===== src/rtl/level_unpacker_pkg.sv =====
// Shared definitions for the level unpacker: default widths, FSM state codes
// and the per-word side-band tag stored alongside each buffered word.
package level_unpacker_pkg;

    localparam int LEVEL_W_DEF  = 16;
    localparam int PIPE_LAT_DEF = 5;

    localparam logic [1:0] ST_IDLE  = 2'd0;
    localparam logic [1:0] ST_LANE0 = 2'd1;
    localparam logic [1:0] ST_LANE1 = 2'd2;

    typedef struct packed {
        logic last;
        logic is_weight;
        logic single;
    } word_tag_t;

endpackage


===== src/rtl/level_fifo.sv =====
// Synchronous FIFO with wrap-bit pointers; exposes occupancy so the consumer
// can look one pop ahead.
module level_fifo #(
    parameter int WIDTH = 8,
    parameter int DEPTH = 4
) (
    input  logic                     clk,
    input  logic                     rst,
    input  logic                     push,
    input  logic [WIDTH-1:0]         push_data,
    input  logic                     pop,
    output logic [WIDTH-1:0]         head,
    output logic                     full,
    output logic                     empty,
    output logic [$clog2(DEPTH):0]   count
);

    localparam int AW = $clog2(DEPTH);
    localparam logic [AW:0] PTR_ONE = (AW+1)'(1);

    logic [WIDTH-1:0] mem [DEPTH];
    logic [AW:0]      wr_ptr;
    logic [AW:0]      rd_ptr;

    // NOTE: sequential state uses non-blocking assignments so every register
    // samples pre-edge values regardless of block ordering.
    always_ff @(posedge clk or negedge rst) begin
        if (!rst) begin
            wr_ptr <= '0;
            rd_ptr <= '0;
        end else begin
            if (push && !full) wr_ptr <= wr_ptr + PTR_ONE;
            if (pop && !empty) rd_ptr <= rd_ptr + PTR_ONE;
        end
    end

    // NOTE: storage is deliberately not reset; the pointers alone define
    // which entries are valid, and a resettable array costs real flops.
    always_ff @(posedge clk) begin
        if (push && !full) mem[wr_ptr[AW-1:0]] <= push_data;
    end

    assign count = wr_ptr - rd_ptr;
    assign full  = (count == (AW+1)'(DEPTH));
    assign empty = (count == '0);
    assign head  = mem[rd_ptr[AW-1:0]];

endmodule


===== src/rtl/level_unpacker.sv =====
// Splits buffered two-level words into one sign-extended level per cycle and
// tracks valid/last through the downstream dequantizer latency.
module level_unpacker
    import level_unpacker_pkg::*;
#(
    parameter int LEVEL_W    = LEVEL_W_DEF,
    parameter int FIFO_DEPTH = 4,
    parameter int PIPE_LAT   = PIPE_LAT_DEF
) (
    input  logic                   clk,
    input  logic                   rst,
    input  logic [2*LEVEL_W-1:0]   in_data,
    input  logic                   in_valid,
    output logic                   in_ready,
    input  logic                   in_single,
    input  logic                   in_is_weight,
    input  logic                   in_last,
    output logic [31:0]            level_int,
    output logic                   is_weight,
    output logic                   res_valid,
    output logic                   res_last,
    output logic [15:0]            level_count
);

    localparam int DW = 2*LEVEL_W;
    localparam int EW = DW + $bits(word_tag_t);
    localparam int CW = $clog2(FIFO_DEPTH) + 1;

    logic            push, pop, full, empty;
    logic [CW-1:0]   count;
    logic [EW-1:0]   head_word;
    word_tag_t       in_tag, head_tag;
    logic [DW-1:0]   head_data;

    logic [1:0]          state, state_nxt;
    logic                emit, last_now, more;
    logic [LEVEL_W-1:0]  lane;
    logic                emit_valid, emit_last;
    logic [PIPE_LAT-1:0] vld_pipe, last_pipe;

    assign in_tag   = '{last: in_last, is_weight: in_is_weight, single: in_single};
    assign in_ready = rst && !full;
    assign push     = in_valid && in_ready;

    level_fifo #(.WIDTH(EW), .DEPTH(FIFO_DEPTH)) u_fifo (
        .clk       (clk),
        .rst       (rst),
        .push      (push),
        .push_data ({in_tag, in_data}),
        .pop       (pop),
        .head      (head_word),
        .full      (full),
        .empty     (empty),
        .count     (count)
    );

    assign head_tag  = word_tag_t'(head_word[EW-1:DW]);
    assign head_data = head_word[DW-1:0];

    // A word written this cycle becomes the head right after the pop, so the
    // FSM can chain straight into it without a bubble.
    assign more = (count > CW'(1)) || push;

    // NOTE: every signal driven here gets a default first, so no path through
    // the case statement can leave one unassigned and infer a latch.
    always_comb begin
        state_nxt = state;
        pop       = 1'b0;
        emit      = 1'b0;
        last_now  = 1'b0;
        lane      = head_data[LEVEL_W-1:0];
        case (state)
            ST_IDLE: begin
                if (!empty) state_nxt = ST_LANE0;
            end
            ST_LANE0: begin
                emit = 1'b1;
                if (head_tag.single) begin
                    pop       = 1'b1;
                    last_now  = head_tag.last;
                    state_nxt = more ? ST_LANE0 : ST_IDLE;
                end else begin
                    state_nxt = ST_LANE1;
                end
            end
            ST_LANE1: begin
                emit      = 1'b1;
                lane      = head_data[DW-1:LEVEL_W];
                pop       = 1'b1;
                last_now  = head_tag.last;
                state_nxt = more ? ST_LANE0 : ST_IDLE;
            end
            default: state_nxt = ST_IDLE;
        endcase
    end

    always_ff @(posedge clk or negedge rst) begin
        if (!rst) begin
            state       <= ST_IDLE;
            emit_valid  <= 1'b0;
            emit_last   <= 1'b0;
            level_int   <= '0;
            is_weight   <= 1'b0;
            level_count <= '0;
        end else begin
            state      <= state_nxt;
            emit_valid <= emit;
            emit_last  <= last_now;
            level_int  <= emit ? 32'($signed(lane)) : 32'd0;
            is_weight  <= emit && head_tag.is_weight;
            // A level emitted right after a tensor end is the first of the next one.
            if (emit_last)
                level_count <= emit ? 16'd1 : 16'd0;
            else if (emit && level_count != 16'hFFFF)
                level_count <= level_count + 16'd1;
        end
    end

    always_ff @(posedge clk or negedge rst) begin
        if (!rst) begin
            vld_pipe  <= '0;
            last_pipe <= '0;
        end else begin
            vld_pipe[0]  <= emit_valid;
            last_pipe[0] <= emit_last;
            for (int i = 1; i < PIPE_LAT; i++) begin
                vld_pipe[i]  <= vld_pipe[i-1];
                last_pipe[i] <= last_pipe[i-1];
            end
        end
    end

    assign res_valid = vld_pipe[PIPE_LAT-1];
    assign res_last  = last_pipe[PIPE_LAT-1];

endmodule


===== config.mk =====
export PLATFORM = sky130hd
export DESIGN_NAME = level_unpacker
export DESIGN_NICKNAME = d
export VERILOG_FILES = /design/src/rtl/level_unpacker_pkg.sv /design/src/rtl/level_fifo.sv /design/src/rtl/level_unpacker.sv
export SDC_FILE = /design/constraint.sdc
export NUM_CORES = 1
export LEC_CHECK = 0
export CAP_MARGIN = 15
export CORE_MARGIN = 2
export CORE_UTILIZATION = 46
export DETAILED_ROUTE_END_ITERATION = 10
export PLACE_DENSITY = 0.79
export SYNTH_ARGS = -nofsm -noshare
export SYNTH_HDL_FRONTEND = slang
export SYNTH_SLANG_ARGS = --single-unit

===== constraint.sdc =====
create_clock -name clk -period 8.15 [get_ports clk]
set_clock_uncertainty 0.05 [all_clocks]
set_input_delay 2.0375 -clock clk [delete_from_list [all_inputs] [get_ports clk]]
set_output_delay 2.0375 -clock clk [all_outputs]
set_load 0.1 [all_outputs]

# == Yosys cells after proc, flatten, opt, wreduce, memory -nomap -nowiden ==
# Memories as Yosys holds them, arrays and structs flattened.
# Index checks and enable logic that the tools add are counted.
# totals
inputBits,38
latchBits,0
mem_bits_rw,140
n_memories,1
regBits,69
output_inout_bits,52
word_cells,50
mem_bits_ro,0
# mem_list
name,depth,width,rd,rd_clocked_by_memory_dff,write_ports,line_no,rtl
u_fifo.mem,4,35,1,0,1,level_fifo.sv:21,logic [WIDTH-1:0] mem [DEPTH];
# classes
n_addsub,4
muxes,16
eq_ne,5
n_bitwise,0
n_reduce_logical,13
magnitude_cmp,1
div,0
mul,0
n_shift,0
# op_table
op,count
$mux 16,3
$mux 32,1
$add 16x1->16 const B,1
$ne 16x16->1 const B,1
$mux 1,7
$add 3x1->3 const B,2
$logic_and 1x1->1,6
$pmux 2 s3,1
$mux 2,2
$pmux 1 s2,2
$eq 3x3->1 const B,1
$gt 3x1->1 const B,1
$logic_not 3->1,1
$sub 3x3->3,1
$eq 2x1->1 const B,1
$eq 2x2->1 const B,1
$logic_not 1->1,2
$logic_not 2->1,1
$ne 2x2->1 const B,1
$reduce_bool 2->1,1
$reduce_or 2->1,1
$logic_or 1x1->1,1

# == Logic depth before layout (Yosys ltp) ==
# Gate-level depths: netlist (run 1).
# logic_depth
depth_word,9
depth_mapped,7

# == Hierarchy ==
# Synthesis (run 1) repeated with hierarchy kept, for this count alone.
# unflattened
cells_unflattened,433
area_unflattened_um2,7796.2
# by_module_without_submodules
mod,n_inst,area_each_um2,cells_each
level_fifo,1,5509.0,225
level_unpacker,1,2287.2,208

# == Worst setup path after synthesis (run 1) ==
# Ideal clock, no wire load.
# synth_timing
path_type,input -> output
start,input rst
end,output in_ready
path_slack_ns,2.475
t_required_ns,6.062
arrival_time_ns,3.587
stages,2
cell_sequence,inv_1 > a31oi_1
# synth_between
elab_chain_len,1
# synth_rtl
element,line_no,rtl
start: declaration,level_unpacker.sv:11,"input logic rst,"
$logic_and 1x1->1,level_unpacker.sv:42,assign in_ready = rst && !full;
end: declaration,level_unpacker.sv:14,"output logic in_ready,"
# No other way between the ends.

# == Worst setup path in the final report (run 1) ==
# Ends and elaborated chain as after synthesis.

==> out/qor.yml, run 1 <==
synthesis:
  ys_ff_latch: 193
  synth_fp_nets: 475
  syn_area_per_cell_um2: 18.1
  yosys-top-cells-count: "edfxtp_1, dfrtp_1, mux4_2, nor2_1, buf_4"
  post_synth_and_or_nand_nor_area_fraction_pct: 5.83
  syn_inst: 425
  synth_xor_area_share_pct: 0.765
  synth-adder-area-share_pct: 2.05
  yosys_warnings: 0
  yosysTopAreaCellShare_pct: 54.7
  post-synth-top-area-cell: "edfxtp_1"
  synth_edf_count: 140
  synth.most_common_cell: "edfxtp_1"
  synth_compound_area_share_pct: 2.51
  synth-main-ff-cell: "edfxtp_1"
  syn_area_um2: 7680
  async_flop_share_pct: 27.5
  synthMuxAreaShare_pct: 13.8
  synthTopCellsByArea: "edfxtp_1, dfrtp_1, mux4_2"
  synth_top_family_by_area: "multiplexers"
  yosysSeqAreaShare_pct: 72.0
  synthDistinctLibCells: 42
final_layout:
  register_area_um2: 5530
  fill_cells: 1263
  multi_input_area_um2: 1920
  syn_to_final_growth_pct: 20.4
  diodes: 0
  fin_util_pct: 56.2
  drive_above_1_share_pct: 17.1
  fin_nets: 551
  final_area_um2: 9250
clock_tree:
  clock_sinks: 193
  holdBufCountCts: 0
  cts_buffers: 17
  h-tree-depth: 4
  cts-resized-gates: 0
  clk_latency_ns: 0.42
  clock-root-buffer: "clkbuf_16"
  cts_setup_buffers: 0
  path_clk_slew_ns: 0.06
  clk_path_buf_depth: 2
  cts_tree: "yes"
sta:
  setup_viol: 0
  slew_headroom_pct: 33.8
  clock.fmax_ghz: 0.177
  rsz0062_at_grt: "no"
  fin_crit_sh_pct: 69.4
  whs_ns: 0.299
  finalSetupTns_ns: 0
  slew_viol_final: 0
  worst_slack_ns: 2.49
  tightestPinTransition_ns: 0.993
  hold_viol_final: 0
  period_minus_slack_ns: 5.66
worst_setup_path:
  rr_worst_depth: 6
  startpoint: "rst"
  cpPeakStageDelay_ns: 1.18
  crit_arrival_ns: 3.57
  critPathSlowestCell: "clkdlybuf4s50_1"
  critPathKind: "in -> out"
  startpoint_type: "primary input"
  cp_max_fo: 2
  reg2reg_from: "u_fifo.wr_ptr[0]"
  cp.required_ns: 6.06
  crit_chain: "buf_2 -> inv_1 -> a31oi_1 -> clkdlybuf4s50_1"
  cp-end-kind: "output port"
floorplanning:
  core-area_um2: 16500
  io-pin-count: 90
  die_h_um: 133
  start_util_pct: 46.7
  dieArea_um2: 17800
  rows: 47
  fp.dieW_um: 133
power:
  power_density_nw_per_um2: 393
  power_leakage_nw: 3.28
  ir_drop_uv: 286
global_route:
  grt_pass1_vias: 4151
  use_met1_pct: 19.6
  track_usage_pct: 16.4
  grt_pass1_wl_um: 21900
  top_usage_layer: "met2"
  grt_use_met3_pct: 4.38
  grt_start_max_net_pins: 55
  grt-ovfl-total: 0
  antenna_found_initial: 0
  grt_use_met2_pct: 28.7
route:
  drcViolationCount: 0
  vias: 3959
  routedWlPerCell_um: 18.9
  firstDrtPassIters: 4
  antenna_left: 0
  drt_iter0_markers: 208
  drt_wl_total_um: 13900
  vias_per_cell: 5.39
min_path:
  hold_path.class: "reg -> reg"
  hold_depth: 0
  min_from: "last_pipe[2]"
flow_run:
  max_cap_violations: 0
outcome:
  status: "complete, no violations"
placement:
  routabilityCongestion: 0.749
  hpwl_um: 8410
  dpl_cell_area_um2: 8670
  pre_cts_slack_ns: 2.48
  port-buffer-count: 89
==> worst paths after layout <==
kind	endpoint	slack [ns]
setup reg to reg	u_fifo.mem[3][2]	5.10
hold / removal	last_pipe[3]	0.30
setup / recovery	in_ready	2.49
max in group asynchronous	u_fifo.rd_ptr[0]	5.80
min in group asynchronous	level_count[15]	1.75
hold reg to reg	last_pipe[3]	0.30
==> per-stage QoR <==
stage               total power [mW]  std cells
floorplan                       2.54        425
global placement                2.83        702
detailed placement              2.87        702
CTS                             3.67        734
global route                    3.78        734
finish                          3.63        734
==> worst max-delay path: cells and delay by family <==
kind / cells / cell delay, ns
AOI/OAI and AO/OA: 1 / 0.20
buffers and inverters: 3 / 1.33
==> layout make-up <==
| class | count | area share, % |
|---|---|---|
| Sequential cell | 193 | 59.8 |
| Multi-Input combinational cell | 189 | 20.8 |
| Timing Repair Buffer | 93 | 9.90 |
| Clock buffer | 22 | 5.13 |
| Tap cell | 220 | 2.98 |
| Clock inverter | 10 | 1.11 |
| Inverter | 7 | 0.284 |
==> report_power, final <==
group          leakage, nW  internal, mW  switching, mW  total [mW]
Clock                0.273         0.450          0.348       0.798
Combinational         1.05         0.467           1.03        1.50
Sequential            1.96          1.25         0.0886        1.34
==> cell usage in the layout (no fill, tap or decap), types with 2 or more instances in the layout <==
cell type,count
a21oi_1,15
and2_2,4
and3_1,4
and4_1,3
buf_4,4
clkbuf_1,2
clkbuf_16,17
clkbuf_8,3
clkdlybuf4s50_1,88
clkinv_1,2
clkinv_4,2
clkinvlp_4,3
dfrtp_1,52
edfxtp_1,140
ha_1,11
inv_1,6
inv_6,2
mux2_2,9
mux2i_1,17
mux4_2,35
nand2_1,8
nand2b_1,2
nand3_1,6
nand4_1,5
nor2_1,25
nor2b_1,8
nor3_1,3
nor3b_1,2
o21ai_0,3
o31ai_1,7
or4_1,4
xnor2_1,3
==> kinds of logic after synthesis <==
kind of cell / count (synthesis)
DFF: 193
adders and majority gates: 12
xor gates and xnor gates: 5
AOI/OAI and AO/OA: 31
buffers and inverters: 43
muxes: 61
and+or+nand+nor: 80
==> layer usage <==
layer	vias up	share of wire, %
met1	2033	41
met5	-	0
met2	133	53
met3	16	5.4
li1	1777	-
met4	0	1.3
==> state kept, by name, indices dropped and copies added (netlist names) <==
name / count
last_pipe: 5
emit_last: 1
vld_pipe: 5
u_fifo.wr_ptr: 3
state: 2
is_weight: 1
u_fifo.mem: 140
level_int: 16
level_count: 16
u_fifo.rd_ptr: 3
emit_valid: 1
(Power assumes the default switching activity.)
==> inputs of run 2 (changes only) <==
--- a/config.mk
+++ b/config.mk
@@ -9,7 +9,7 @@
 export CORE_MARGIN = 2
 export CORE_UTILIZATION = 46
 export DETAILED_ROUTE_END_ITERATION = 10
-export PLACE_DENSITY = 0.79
+export PLACE_DENSITY = 0.81
 export SYNTH_ARGS = -nofsm -noshare
 export SYNTH_HDL_FRONTEND = slang
 export SYNTH_SLANG_ARGS = --single-unit
==> constraint.sdc (replaced) <==
create_clock -name clk -period 5.1 [get_ports clk]
set_clock_uncertainty 0.05 [all_clocks]
set_input_delay 1.275 -clock clk [delete_from_list [all_inputs] [get_ports clk]]
set_output_delay 1.275 -clock clk [all_outputs]
set_load 0.1 [all_outputs]
==> run 2 against run 1 <==
Sequential power is 60% higher. Design area is 0.42% lower. Register-to-register slack worse by 3.1 ns. Utilization is 0.24 points lower. Sequential share of layout area is 0.25 points higher. Largest power group unchanged.
==> out/qor.yml, run 2 (synthesized netlist as in run 1, its figures left out) <==
worst_setup_path:
  crit_chain: "buf_4 -> fa_1 -> xor3_1 -> a31oi_1 -> buf_4"
  crit_arrival_ns: 2.39  # -1.18 ns
  cp_common_cell: "buf_4"
  cp.required_ns: 3.77  # -2.29 ns
  cp_max_fo: 38  # +36
  reg2reg_from: "u_fifo.rd_ptr[1]"
  critPathKind: "reg -> out"
  cp-end-kind: "output port"
  critPathCapture: "in_ready"
  r2r_slack_ns: 2.02  # -3.08 ns
  rr_worst_depth: 5  # -1
  r2r-end: "u_fifo.mem[3][15]"
  startpoint: "u_fifo.rd_ptr[1]"
  cpPeakStageDelay_ns: 0.49  # -0.69 ns
  startpoint_type: "flip-flop"
  critPathSlowestCell: "fa_1"
sta:
  slew_viol_final: 0  # unchanged
  clock.fmax_ghz: 0.269
  finalSetupTns_ns: 0  # unchanged
  tightestPinTransition_ns: 0.997  # +0.00441 ns
  whs_ns: 0.299  # +0.000541 ns
  slew_headroom_pct: 33.3  # -0.50 points
  fin_crit_sh_pct: 72.8
  period_minus_slack_ns: 3.71
  rsz0062_at_grt: "no"
  hold_viol_final: 0  # unchanged
  setup_viol: 0  # unchanged
min_path:
  hold_depth: 0  # unchanged
  hold_path.class: "reg -> reg"
route:
  drt_wl_total_um: 13600  # -2.0%
  vias: 3944  # -0.38%
  wl_met3_um: 905  # +20%
  firstDrtPassIters: 5  # +1
  highest_layer: "met4"
  met2_length_um: 7020  # -4.1%
  antenna_left: 0  # unchanged
  drt_iter0_markers: 336  # +62%
  vias_per_cell: 5.37  # -0.51%
  routedWlPerCell_um: 18.5  # -2.1%
  drcViolationCount: 0  # unchanged
  wl_met1_um: 5600  # -0.73%
placement:
  port-buffer-count: 89  # unchanged
  routabilityCongestion: 0.783  # +4.5%
  dp.cells: 703  # +0.14%
  dpl_cell_area_um2: 8680  # about the same
  hpwl_um: 8420  # +0.20%
final_layout:
  register_area_um2: 5530  # unchanged
  fin_cells: 735  # +0.14%
  syn_to_final_growth_pct: 19.9
  diodes: 0  # unchanged
  drive_above_1_share_pct: 17.7  # +0.55 points
  fin_nets: 552  # +0.18%
  multi_input_area_um2: 1920  # unchanged
  fill_cells: 1246  # -1.3%
  mostFrequentLayoutCells: "edfxtp_1, clkdlybuf4s50_1, dfrtp_1"
  largest_reg_flops: 140  # unchanged
  layout.cells.most_common: "edfxtp_1"
  final_area_um2: 9210  # -0.42%
floorplanning:
  fp.dieW_um: 133  # unchanged
  start_util_pct: 46.7  # unchanged
  die_h_um: 133  # unchanged
  core-area_um2: 16500  # unchanged
  dieArea_um2: 17800  # unchanged
  io-pin-count: 90  # unchanged
  rows: 47  # unchanged
global_route:
  grt_start_max_net_pins: 39  # -29%
  antenna_found_initial: 0  # unchanged
  track_usage_pct: 16.3  # -0.022 points
  grt-ovfl-total: 0  # unchanged
  grt_pass1_vias: 4045  # -2.6%
  grt_pass1_wl_um: 21700  # -0.88%
flow_run:
  max_cap_violations: 0  # unchanged
clock_tree:
  clock-root-buffer: "clkbuf_16"
  clk_path_buf_depth: 2  # unchanged
  path_clk_slew_ns: 0.06  # about the same
  clock_sinks: 193  # unchanged
  clk_latency_ns: 0.42  # about the same
  h-tree-depth: 4  # unchanged
  cts-resized-gates: 0  # unchanged
  cts_buffers: 17  # unchanged
  cts_setup_buffers: 0  # unchanged
  holdBufCountCts: 0  # unchanged
  cts_tree: "yes"
power:
  power_density_nw_per_um2: 619  # +58%
  power.total_mw: 5.70  # +57%
  power_leakage_nw: 3.27  # -0.27%
  ir_drop_uv: 463  # +62%
outcome:
  status: "complete, no violations"
## run 2: worst min path at each step
stage                      start      endpoint
floorplan           last_pipe[0]  last_pipe[1]
global placement     vld_pipe[3]   vld_pipe[4]
detailed placement   vld_pipe[1]   vld_pipe[2]
CTS                  vld_pipe[1]   vld_pipe[2]
global route         vld_pipe[1]   vld_pipe[2]
finish               vld_pipe[1]   vld_pipe[2]
## run 2: layer usage
layer  GRT usage, %  vias to the layer above
li1               -                     1784
met1           20.5                     2004
met2           28.2                      147
met3           4.41                        9
met4           4.73                        0
met5              0                        -
## run 2: critical path, delay by kind of cell (launching register included)
kind / cells / cell delay [ns]
compound gates: 1 / 0.23
buf+inv: 2 / 0.61
xor+xnor: 1 / 0.27
flops: 1 / 0.36
fa+ha+maj: 1 / 0.49
## run 2: per-stage QoR
stage	worst slack [ns]	util, %
2_1_floorplan	0.950	-
3_3_place_gp	1.46	52.7
3_5_place_dp	1.36	52.7
4_1_cts	1.33	55.9
5_1_grt	1.26	55.9
6_report	1.39	55.9
## run 2: cell type report
cell class / instances / area share (%)
clock buffers: 18 / 4.66
repair buffers: 94 / 10.0
multi-input cells: 189 / 20.9
inverters: 7 / 0.285
flip-flops and latches: 193 / 60.1
clock inverters: 14 / 1.13
well taps: 220 / 2.99
## run 2: power breakdown
group	leakage [nW]	internal, mW	switching (mW)
clock	0.258	0.629	0.559
combinational	1.06	0.744	1.63
sequential	1.96	2.00	0.148
==> inputs of run 3 (changes only) <==
--- a/config.mk
+++ b/config.mk
@@ -9,7 +9,7 @@
 export CORE_MARGIN = 2
 export CORE_UTILIZATION = 46
 export DETAILED_ROUTE_END_ITERATION = 10
-export PLACE_DENSITY = 0.81
+export PLACE_DENSITY = 0.79
 export SYNTH_ARGS = -nofsm -noshare
 export SYNTH_HDL_FRONTEND = slang
 export SYNTH_SLANG_ARGS = --single-unit
==> constraint.sdc (replaced) <==
create_clock -name clk -period 3.6 [get_ports clk]
set_clock_uncertainty 0.05 [all_clocks]
set_input_delay 0.9 -clock clk [delete_from_list [all_inputs] [get_ports clk]]
set_output_delay 0.9 -clock clk [all_outputs]
set_load 0.1 [all_outputs]
==> run 3 against run 2 <==
Worst setup slack got worse by 1.1 ns. Global-route usage increased by 0.41 points. Die area stayed put. First-iteration DRC count fell by 19%. Power up 46%. Register-to-register slack worse by 1.3 ns. Combinational power increased by 43%. Count of clock-buffer cells in the layout is 1 lower. Flip-flop and latch count stayed put. Sequential share of layout area decreased by 0.32 points. Hold slack lost 0.079 ns. Wire length up 1.9%.
==> out/qor.yml, run 3 (synthesized netlist as in run 1, its figures left out) <==
outcome:
  status: "complete, no violations"
worst_setup_path:
  cpPeakStageDelay_ns: 0.38  # -0.11 ns
  crit_chain: "inv_1 -> ha_1 -> fa_1 -> xor3_1 -> a31oi_2 -> buf_12"
  critPathKind: "reg -> out"
  crit_arrival_ns: 2.32  # -0.07 ns
  cp_max_fo: 5  # -87%
  cp.required_ns: 2.65  # -1.12 ns
  startpoint_type: "flip-flop"
  critPathSlowestCell: "dfrtp_1"
  rr_worst_depth: 7  # +2
  cp-end-kind: "output port"
floorplanning:
  fp.dieW_um: 133  # unchanged
  dieArea_um2: 17800  # unchanged
  start_util_pct: 46.7  # unchanged
  rows: 47  # unchanged
  io-pin-count: 90  # unchanged
  die_h_um: 133  # unchanged
  core-area_um2: 16500  # unchanged
global_route:
  grt_pass1_vias: 4304  # +6.4%
  grt_start_max_net_pins: 53  # +36%
  antenna_found_initial: 0  # unchanged
  track_usage_pct: 16.8  # +0.41 points
  grt_pass1_wl_um: 22300  # +2.8%
  grt-ovfl-total: 0  # unchanged
sta:
  tightestPinTransition_ns: 0.822  # -0.176 ns
  worst_slack_ns: 0.329  # -1.06 ns
  clock.fmax_ghz: 0.306
  setup_viol: 0  # unchanged
  period_minus_slack_ns: 3.27
  rsz0062_at_grt: "no"
  slew_headroom_pct: 45.2  # +12 points
  slew_viol_final: 0  # unchanged
  hold_viol_final: 0  # unchanged
  finalSetupTns_ns: 0  # unchanged
  fin_crit_sh_pct: 90.9
final_layout:
  layout.cells.most_common: "edfxtp_1"
  mostFrequentLayoutCells: "edfxtp_1, buf_4, dfrtp_1"
  fin_nets: 556  # +0.72%
  largest_reg_flops: 140  # unchanged
  syn_to_final_growth_pct: 20.5
  fin_cells: 739  # +0.54%
  fin_util_pct: 56.2  # +0.31 points
  fill_cells: 1277  # +2.5%
  drive_above_1_share_pct: 28.9  # +11 points
  diodes: 0  # unchanged
route:
  drcViolationCount: 0  # unchanged
  drt_iter0_markers: 273  # -19%
  antenna_left: 0  # unchanged
  drt_wl_total_um: 13900  # +1.9%
  firstDrtPassIters: 4  # -1
  routedWlPerCell_um: 18.8  # +1.4%
  vias_per_cell: 5.37  # about the same
  vias: 3968  # +0.61%
power:
  power_leakage_nw: 3.43  # +4.9%
  ir_drop_uv: 695  # +50%
  p_sw_share_pct: 41.4  # +0.52 points
  pwr-share-comb_pct: 40.9  # -0.6 points
  power_density_nw_per_um2: 900  # +45%
  p_int_mw: 4.88  # +45%
  p_switching_mw: 3.45  # +48%
  seqPwrFrac_pct: 36.3  # -1.3 points
  clockPowerShare_pct: 22.8  # +2.0 points
clock_tree:
  clk_path_buf_depth: 2  # unchanged
  cts_buffers: 17  # unchanged
  cts_setup_buffers: 0  # unchanged
  cts-resized-gates: 0  # unchanged
  clk_latency_ns: 0.43  # about the same
  path_clk_slew_ns: 0.07  # about the same
  holdBufCountCts: 0  # unchanged
  clock-root-buffer: "clkbuf_16"
  h-tree-depth: 4  # unchanged
  cts_tree: "yes"
  clock_sinks: 193  # unchanged
min_path:
  hold_path.class: "in -> async"
placement:
  port-buffer-count: 89  # unchanged
  hpwl_um: 8860  # +5.1%
  dp.cells: 707  # +0.57%
  pre_cts_slack_ns: 0.703  # -0.657 ns
  routabilityCongestion: 0.780  # -0.46%
flow_run:
  max_cap_violations: 0  # unchanged
run 3: per-stage QoR:
stage	cell area [µm²]	hold WS, ns	power (mW)
2_1_floorplan	7690	0.281	5.76
3_3_place_gp	8650	0.284	6.44
3_5_place_dp	8650	0.289	6.51
4_1_cts	9260	0.202	8.41
5_1_grt	9260	0.203	8.73
6_report	9260	0.220	8.33
run 3: power by group through the flow:
stage | Combinational [mW] | Clock, mW | Sequential [mW]
after detailed placement | 3.44 | 0 | 3.07
after floorplan | 1.98 | 0 | 3.79
after global placement | 3.39 | 0 | 3.04
after CTS | 3.45 | 1.93 | 3.03
after global routing | 3.63 | 2.03 | 3.07
final | 3.40 | 1.90 | 3.03
run 3: layer usage:
metal	global-route usage, %	share of wire [%]
met1	20.2	42
met2	29.6	51
met3	4.15	5.0
met4	5.85	1.7
met5	0	0
run 3: worst paths after layout:
kind	from	end	slack [ns]
worst max register to register	u_fifo.wr_ptr[0]	u_fifo.mem[3][34]	0.75
worst max-delay path	u_fifo.wr_ptr[0]	in_ready	0.33
worst min-delay path	rst	is_weight	0.22
min in group clk	vld_pipe[0]	vld_pipe[1]	0.30
worst min register to register	vld_pipe[0]	vld_pipe[1]	0.30
max in group asynchronous	rst	u_fifo.rd_ptr[1]	2.32
run 3: worst max-delay path: cells and delay by family, from the launching register on:
kind                       cells  cell delay, ns
adders and majority gates      2            0.58
DFF                            1            0.38
buffers and inverters          2            0.32
AOI/OAI and AO/OA              1            0.31
xor gates and xnor gates       1            0.28
run 3: cell type report:
| type | instances | area [µm²] | share of cell area (%) |
|---|---|---|---|
| multi-input combinational | 189 | 1930 | 20.8 |
| inverter | 7 | 26.3 | 0.284 |
| sequential | 193 | 5530 | 59.7 |
| timing repair buffer | 98 | 886 | 9.57 |
| tap | 220 | 275 | 2.97 |
| clock inverter | 15 | 186 | 2.01 |
| clock buffer | 17 | 425 | 4.59 |
